$ cat config.mk
export PLATFORM = sky130hd
export DESIGN_NAME = muldiv_ex_flat
export DESIGN_NICKNAME = d
export VERILOG_FILES = /design/src/rtl/muldiv_pkg.sv /design/src/rtl/muldiv_ex_if.sv /design/src/rtl/div_core.sv /design/src/rtl/muldiv_ex.sv /design/src/flat_wrapper.sv
export SDC_FILE = /design/constraint.sdc
export NUM_CORES = 1
export LEC_CHECK = 0
export BUFFER_PORTS_ARGS = -buffer_cell sky130_fd_sc_hd__buf_4
export CORE_ASPECT_RATIO = 0.8
export CORE_MARGIN = 1.5
export CORE_UTILIZATION = 45
export DETAILED_ROUTE_END_ITERATION = 8
export PLACE_DENSITY = 0.61
export SETUP_SLACK_MARGIN = 0.3
export SLEW_MARGIN = 30
export SYNTH_ARGS = -nofsm -noshare
export SYNTH_HDL_FRONTEND = slang
export SYNTH_SLANG_ARGS = --single-unit
$ cat constraint.sdc
create_clock -name clk -period 12.8 [get_ports clk]
set_clock_uncertainty 0.15 [all_clocks]
set_input_delay 2.56 -clock clk [delete_from_list [all_inputs] [get_ports clk]]
set_output_delay 2.56 -clock clk [all_outputs]
set_load 0.05 [all_outputs]
$ cat src/rtl/muldiv_pkg.sv
// muldiv_pkg: shared M-op funct3 encodings and FSM state type for the EX-stage multiply/divide unit.
package muldiv_pkg;
    typedef enum logic [2:0] {
        F_MUL    = 3'd0,
        F_MULH   = 3'd1,
        F_MULHSU = 3'd2,
        F_MULHU  = 3'd3,
        F_DIV    = 3'd4,
        F_DIVU   = 3'd5,
        F_REM    = 3'd6,
        F_REMU   = 3'd7
    } funct3_e;
    typedef enum logic [1:0] {S_IDLE, S_CALC, S_DONE} state_e;
    localparam logic [5:0] LAST_ITER = 6'd31;
endpackage

$ cat src/rtl/muldiv_ex_if.sv
// muldiv_ex_if: EX-stage handshake and operand/result bus between pipeline (master) and M-unit (slave).
interface muldiv_ex_if #(parameter int XLEN = 32);
    logic            StartE;
    logic [2:0]      funct3E;
    logic [XLEN-1:0] rs1E;
    logic [XLEN-1:0] rs2E;
    logic            Abort;
    logic            BusyE;
    logic            DoneE;
    logic [XLEN-1:0] MulDivResultE;
    modport master (output StartE, funct3E, rs1E, rs2E, Abort, input BusyE, DoneE, MulDivResultE);
    modport slave (input StartE, funct3E, rs1E, rs2E, Abort, output BusyE, DoneE, MulDivResultE);
endinterface

$ cat src/rtl/div_core.sv
// div_core: restoring radix-2 divider on unsigned magnitudes, one quotient bit per cycle over W iterations.
module div_core #(parameter int W = 32) (
    input  logic         clk,
    input  logic         rst,
    input  logic         start,
    input  logic         abort,
    input  logic [W-1:0] dividend,
    input  logic [W-1:0] divisor,
    output logic         done,
    output logic [W-1:0] quot,
    output logic [W-1:0] rem
);
    localparam int CW = $clog2(W);
    logic          busy_q, busy_d;
    logic [CW-1:0] cnt_q, cnt_d;
    logic [W-1:0]  rem_q, rem_d, quo_q, quo_d, dsr_q, dsr_d;
    logic [W:0]    shl, diff;
    assign shl  = {rem_q, quo_q[W-1]};
    assign diff = shl - {1'b0, dsr_q};
    // done marks the cycle whose closing edge performs the final iteration
    assign done = busy_q && cnt_q == CW'(W - 1);
    assign quot = quo_q;
    assign rem  = rem_q;
    always_comb begin
        busy_d = busy_q;
        cnt_d  = cnt_q;
        rem_d  = rem_q;
        quo_d  = quo_q;
        dsr_d  = dsr_q;
        if (abort) begin
            busy_d = 1'b0;
        end else if (start) begin
            busy_d = 1'b1;
            cnt_d  = '0;
            rem_d  = '0;
            quo_d  = dividend;
            dsr_d  = divisor;
        end else if (busy_q) begin
            rem_d  = diff[W] ? shl[W-1:0] : diff[W-1:0];
            quo_d  = {quo_q[W-2:0], ~diff[W]};
            cnt_d  = cnt_q + CW'(1);
            busy_d = !done;
        end
    end
    always_ff @(posedge clk or posedge rst) begin
        if (rst) begin
            busy_q <= 1'b0;
            cnt_q  <= '0;
            rem_q  <= '0;
            quo_q  <= '0;
            dsr_q  <= '0;
        end else begin
            busy_q <= busy_d;
            cnt_q  <= cnt_d;
            rem_q  <= rem_d;
            quo_q  <= quo_d;
            dsr_q  <= dsr_d;
        end
    end
endmodule

$ cat src/rtl/muldiv_ex.sv
// muldiv_ex: iterative RV32M multiply/divide unit for the EX stage; shift-add multiply here, division in div_core.
module muldiv_ex
    import muldiv_pkg::*;
#(
    parameter int XLEN = 32
) (
    input  logic       clk,
    input  logic       rst,
    muldiv_ex_if.slave bus
);
    localparam logic [XLEN-1:0] INT_MIN = {1'b1, {(XLEN-1){1'b0}}};
    state_e            state_q, state_d;
    logic [5:0]        cnt_q, cnt_d;
    logic [2:0]        f3_q, f3_d;
    logic [2*XLEN-1:0] prod_q, prod_d;
    logic [XLEN-1:0]   mcand_q, mcand_d;
    logic              qneg_q, qneg_d, rneg_q, rneg_d, sp_q, sp_d;
    logic              a_neg, b_neg, dz, ovf, go, fin, div_start, div_done;
    logic [XLEN-1:0]   a_mag, b_mag, spv, quot, rem, q_res, r_res, res;
    logic [2*XLEN-1:0] p_res;
    logic [XLEN:0]     acc;
    assign a_neg = (bus.funct3E inside {F_MULH, F_MULHSU, F_DIV, F_REM}) && bus.rs1E[XLEN-1];
    assign b_neg = (bus.funct3E inside {F_MULH, F_DIV, F_REM}) && bus.rs2E[XLEN-1];
    assign a_mag = a_neg ? -bus.rs1E : bus.rs1E;
    assign b_mag = b_neg ? -bus.rs2E : bus.rs2E;
    assign dz    = bus.funct3E[2] && bus.rs2E == '0;
    assign ovf   = (bus.funct3E inside {F_DIV, F_REM}) && bus.rs1E == INT_MIN && bus.rs2E == '1;
    // corner cases bypass iteration; their result is parked in prod_q low half
    assign spv   = ovf ? (bus.funct3E[1] ? {XLEN{1'b0}} : INT_MIN) : (bus.funct3E[1] ? bus.rs1E : {XLEN{1'b1}});
    assign go        = state_q == S_IDLE && bus.StartE && !bus.Abort;
    assign div_start = go && bus.funct3E[2] && !dz && !ovf;
    assign fin       = f3_q[2] ? div_done : cnt_q == LAST_ITER;
    assign acc   = {1'b0, prod_q[2*XLEN-1:XLEN]} + (prod_q[0] ? {1'b0, mcand_q} : {(XLEN+1){1'b0}});
    assign p_res = qneg_q ? -prod_q : prod_q;
    assign q_res = qneg_q ? -quot : quot;
    assign r_res = rneg_q ? -rem : rem;
    assign res   = sp_q ? prod_q[XLEN-1:0] :
                   f3_q[2] ? (f3_q[1] ? r_res : q_res) :
                   (f3_q == F_MUL ? p_res[XLEN-1:0] : p_res[2*XLEN-1:XLEN]);
    assign bus.BusyE         = go || state_q == S_CALC;
    assign bus.DoneE         = state_q == S_DONE;
    assign bus.MulDivResultE = state_q == S_DONE ? res : {XLEN{1'b0}};
    div_core #(.W(XLEN)) u_div (
        .clk      (clk),
        .rst      (rst),
        .start    (div_start),
        .abort    (bus.Abort),
        .dividend (a_mag),
        .divisor  (b_mag),
        .done     (div_done),
        .quot     (quot),
        .rem      (rem)
    );
    always_comb begin
        state_d = state_q;
        cnt_d   = cnt_q;
        f3_d    = f3_q;
        prod_d  = prod_q;
        mcand_d = mcand_q;
        qneg_d  = qneg_q;
        rneg_d  = rneg_q;
        sp_d    = sp_q;
        if (bus.Abort) begin
            state_d = S_IDLE;
        end else if (go) begin
            f3_d    = bus.funct3E;
            cnt_d   = '0;
            qneg_d  = a_neg ^ b_neg;
            rneg_d  = a_neg;
            sp_d    = dz || ovf;
            mcand_d = a_mag;
            prod_d  = {{XLEN{1'b0}}, (dz || ovf) ? spv : b_mag};
            state_d = (dz || ovf) ? S_DONE : S_CALC;
        end else if (state_q == S_CALC) begin
            prod_d  = {acc, prod_q[XLEN-1:1]};
            cnt_d   = cnt_q + 6'd1;
            state_d = fin ? S_DONE : S_CALC;
        end else if (state_q == S_DONE) begin
            state_d = S_IDLE;
        end
    end
    always_ff @(posedge clk or posedge rst) begin
        if (rst) begin
            state_q <= S_IDLE;
            cnt_q   <= '0;
            f3_q    <= '0;
            prod_q  <= '0;
            mcand_q <= '0;
            qneg_q  <= 1'b0;
            rneg_q  <= 1'b0;
            sp_q    <= 1'b0;
        end else begin
            state_q <= state_d;
            cnt_q   <= cnt_d;
            f3_q    <= f3_d;
            prod_q  <= prod_d;
            mcand_q <= mcand_d;
            qneg_q  <= qneg_d;
            rneg_q  <= rneg_d;
            sp_q    <= sp_d;
        end
    end
endmodule

$ cat src/flat_wrapper.sv
// flat-port wrapper written by rule: the top's interface ports become plain ports
module muldiv_ex_flat import muldiv_pkg::*;
#(
    parameter int XLEN = 32
)
  (clk, rst, bus_StartE, bus_funct3E, bus_rs1E, bus_rs2E, bus_Abort, bus_BusyE, bus_DoneE, bus_MulDivResultE);
  muldiv_ex_if #(.XLEN(XLEN)) bus_i ();
  input  logic clk;
  input  logic rst;
  input wire logic [$bits(bus_i.StartE)-1:0] bus_StartE;
  input wire logic [$bits(bus_i.funct3E)-1:0] bus_funct3E;
  input wire logic [$bits(bus_i.rs1E)-1:0] bus_rs1E;
  input wire logic [$bits(bus_i.rs2E)-1:0] bus_rs2E;
  input wire logic [$bits(bus_i.Abort)-1:0] bus_Abort;
  output wire logic [$bits(bus_i.BusyE)-1:0] bus_BusyE;
  output wire logic [$bits(bus_i.DoneE)-1:0] bus_DoneE;
  output wire logic [$bits(bus_i.MulDivResultE)-1:0] bus_MulDivResultE;
  assign bus_i.StartE = bus_StartE;
  assign bus_i.funct3E = bus_funct3E;
  assign bus_i.rs1E = bus_rs1E;
  assign bus_i.rs2E = bus_rs2E;
  assign bus_i.Abort = bus_Abort;
  assign bus_BusyE = bus_i.BusyE;
  assign bus_DoneE = bus_i.DoneE;
  assign bus_MulDivResultE = bus_i.MulDivResultE;
  muldiv_ex #(.XLEN(XLEN)) u_core (.clk(clk), .rst(rst), .bus(bus_i));
endmodule
==> results.py <==
metrics = {
    "power": {
        "ir_drop_mv": 0.259,
        "power_density_nw_per_um2": 183,
        "power.leakage_nw": 8.38,
        "power_mw": 3.59,
    },
    "worst_setup_path": {
        "cpMostUsedCell": "o21ai_0",
        "critPathKind": "flop to output port",
        "worst_setup_path_start_kind": "flop",
        "cp_max_fo": 8,
        "crit_chain": "or4_4 > nor4_1 > nand4b_1 > or3_1 > o21ai_0 > xnor2_1 > nor3_1 > a21oi_1 > a31oi_1 > o21ai_0 > buf_4",
        "path_delay_family": "simple AND/OR/NAND/NOR gates",
        "critPathMaxStageDelay_ps": 630,
        "path_buf_inv": 1,
        "worstPathArrival_ps": 4640,
        "required_ps": 10090,
        "end_kind": "output port",
        "crit_path_top_delay_cell": "or4_4",
    },
    "clock_tree": {
        "cts_max_level": 1,
        "cts_max_path_buffers": 3,
        "clk_pin_slew_ps": 60,
        "root_buffer": "clkbuf_16",
        "cts_sinks": 212,
        "cts_resized": 0,
        "cts_hold_buf": 0,
        "cts_tree": "yes",
        "cts_setup_buffers": 0,
        "clk_latency_ps": 560,
        "numCtsBuffers": 26,
    },
    "timing": {
        "slew_headroom_pct": 32.7,
        "setup_tns_ps": 0,
        "setup_violations": 0,
        "worst_pin_slew_ps": 1010,
        "rsz0062_at_grt": "no",
        "period_minus_slack_ps": 7350,
        "final_max_slew_viol_count": 0,
        "finalCritPeriodShare_pct": 57.5,
        "fmax_mhz": 136,
        "hold_violations": 0,
    },
    "yosys": {
        "ys_seq_elements": 212,
        "yosys.cell_count.top_type": "nand2_1",
        "ys_top_cells_by_area": "dfrtp_1, nand2_1, o21ai_0",
        "synth_fp_nets": 2386,
        "synth_common_cells": "nand2_1, o21ai_0, dfrtp_1",
        "netlist_area_sq_um": 17500,
        "ys_types": 70,
        "yosysWarningCount": 0,
        "synth_top_area_share_pct": 30.3,
        "synth_top_area_cell": "dfrtp_1",
        "synth_edf_count": 0,
        "synth_cells": 2240,
        "avgSynthCellArea_sq_um": 7.83,
        "synthArstFlopShare_pct": 100,
        "synth_ff_type": "dfrtp_1",
        "ys_seq_area_share_pct": 30.3,
    },
    "routing": {
        "drc": 0,
        "ant_nets": 0,
        "drtIter0Drc": 2271,
        "drt_first_pass_iters": 6,
        "wl_microns": 63900,
        "wl_per_cell_microns": 23.0,
        "avgViaCountPerCell": 6.31,
        "vias": 17500,
    },
    "die": {
        "row_count": 64,
        "start_util_pct": 45.8,
        "dieArea_sq_um": 40200,
        "die-height_microns": 180,
        "fp.coreArea_sq_um": 38300,
        "ios": 105,
        "die_width_microns": 224,
    },
    "global_route": {
        "grt_pass1_vias": 16000,
        "track_usage_pct": 31.3,
        "grt_pass1_wl_microns": 97900,
        "grt_max_degree": 94,
        "antenna_found_initial": 1,
        "gr-total-overflow": 0,
    },
    "worst_hold_path": {
        "worstHoldPathType": "flop to flop",
    },
    "cells_and_area": {
        "fillers": 3736,
        "multi_input_area_sq_um": 11500,
        "area_growth_pct": 11.7,
        "nets": 2410,
        "seqCellArea_sq_um": 5310,
        "drive_gt1_share_pct": 10.1,
    },
    "job": {
        "maxCapViolCount": 0,
    },
    "place": {
        "dp_hpwl_microns": 48100,
        "port_buffers": 104,
        "globalplace.congestion": 1.01,
    },
    "outcome": {
        "status": "finished, final reports clean",
    },
}
routing by layer:
metal	GRT usage, %	share of wire (%)	vias to the layer above
met5	0	0	-
met4	7.43	2.6	0
met3	4.85	8.6	109
met2	46.6	43	855
met1	47.3	46	8449
li1	-	-	8096
worst paths after layout:
| kind | cells past startpoint | slack, ps | start | endpoint |
|---|---|---|---|---|
| max in group asynchronous | 3 | 9150 | rst | u_core.qneg_q$_DFFE_PP0P_ |
| max | 11 | 5450 | u_core.prod_q[6]$_DFFE_PP0P_ | bus_MulDivResultE[22] |
| max reg2reg | 14 | 7340 | u_core.u_div.quot[31]$_DFFE_PP0P_ | u_core.u_div.rem[31]$_DFFE_PP0P_ |
| min in group asynchronous | 2 | 1970 | rst | u_core.mcand_q[5]$_DFFE_PP0P_ |
| min reg2reg | 2 | 320 | u_core.mcand_q[22]$_DFFE_PP0P_ | u_core.mcand_q[22]$_DFFE_PP0P_ |
| min | 2 | 320 | u_core.mcand_q[22]$_DFFE_PP0P_ | u_core.mcand_q[22]$_DFFE_PP0P_ |
kinds of logic after synthesis:
logic type,after synthesis,share of synthesized area [%]
AO/OA/AOI/OAI,708,25.1
buffers and inverters,206,4.58
adder cells (fa/ha/maj),75,5.44
flip-flops,212,30.3
multiplexers,30,1.73
AND/OR/NAND/NOR,778,21.3
XOR/XNOR,231,11.5
placed cells by master (no fill, tap or decap), types with 14 or more instances in the layout:
cell         n
nand4_1     14
buf_4      133
or3_1       35
xor2_1     104
xnor2_1    127
o31ai_1     50
a21o_1      35
o21ai_0    237
mux2i_1     28
o22ai_1     32
nand3_1     31
o221a_2     22
inv_1       65
nor3_1      35
nand2b_1    18
o211ai_1    15
nor2_1     133
nor2b_1     17
nand2_1    328
o41ai_1     23
or4_1       33
and3_1      35
and2_1      38
a31oi_1     22
a21oi_1    169
ha_1        73
clkbuf_16   27
dfrtp_1    211
a211oi_1    21
nor4_1      17
per-stage QoR:
stage	setup WS, ps	hold WS, ps	instances	utilization [%]	instance area, sq um
global route	5300	362	2776	51.1	19600
CTS	5610	333	2774	51.0	19500
finish	5450	323	2777	51.1	19600
detailed placement	5780	319	2729	48.8	18700
global placement	5820	313	2728	48.7	18700
floorplan	4300	288	2240	-	17500
layout make-up:
class | instances | share of cell area (%)
multi-input combinational | 1822 | 58.7
sequential | 212 | 27.1
timing repair buffer | 136 | 5.48
clock buffer | 37 | 3.80
tap | 495 | 3.16
inverter | 66 | 1.30
clock inverter | 8 | 0.473
antenna | 1 | 0.0128
flip-flops by register name, indices dropped and copies added, names as in the netlist:
signal and flops:
u_core.cnt_q 6, u_core.f3_q 3, u_core.mcand_q 32, u_core.prod_q 64
u_core.qneg_q 1, u_core.rneg_q 1, u_core.sp_q 1, u_core.state_q 2
u_core.u_div.busy_q 1, u_core.u_div.cnt_q 5, u_core.u_div.dsr_q 32, u_core.u_div.quot 32
u_core.u_div.rem 32
worst register-to-register path: cells and delay by family (launching register included):
family,cells,cell delay [ps]
adders and majority gates,2,720
AOI/OAI and AO/OA,7,2410
DFF,1,550
buffers and inverters,2,760
and+or+nand+nor,3,740
where the power goes:
part	switching (mW)	total [mW]	internal, mW
clock	0.320	0.761	0.441
sequential	0.254	1.09	0.832
combinational	1.02	1.74	0.724
total	1.59	3.59	2.00
Power figures use the tool's default switching activity.
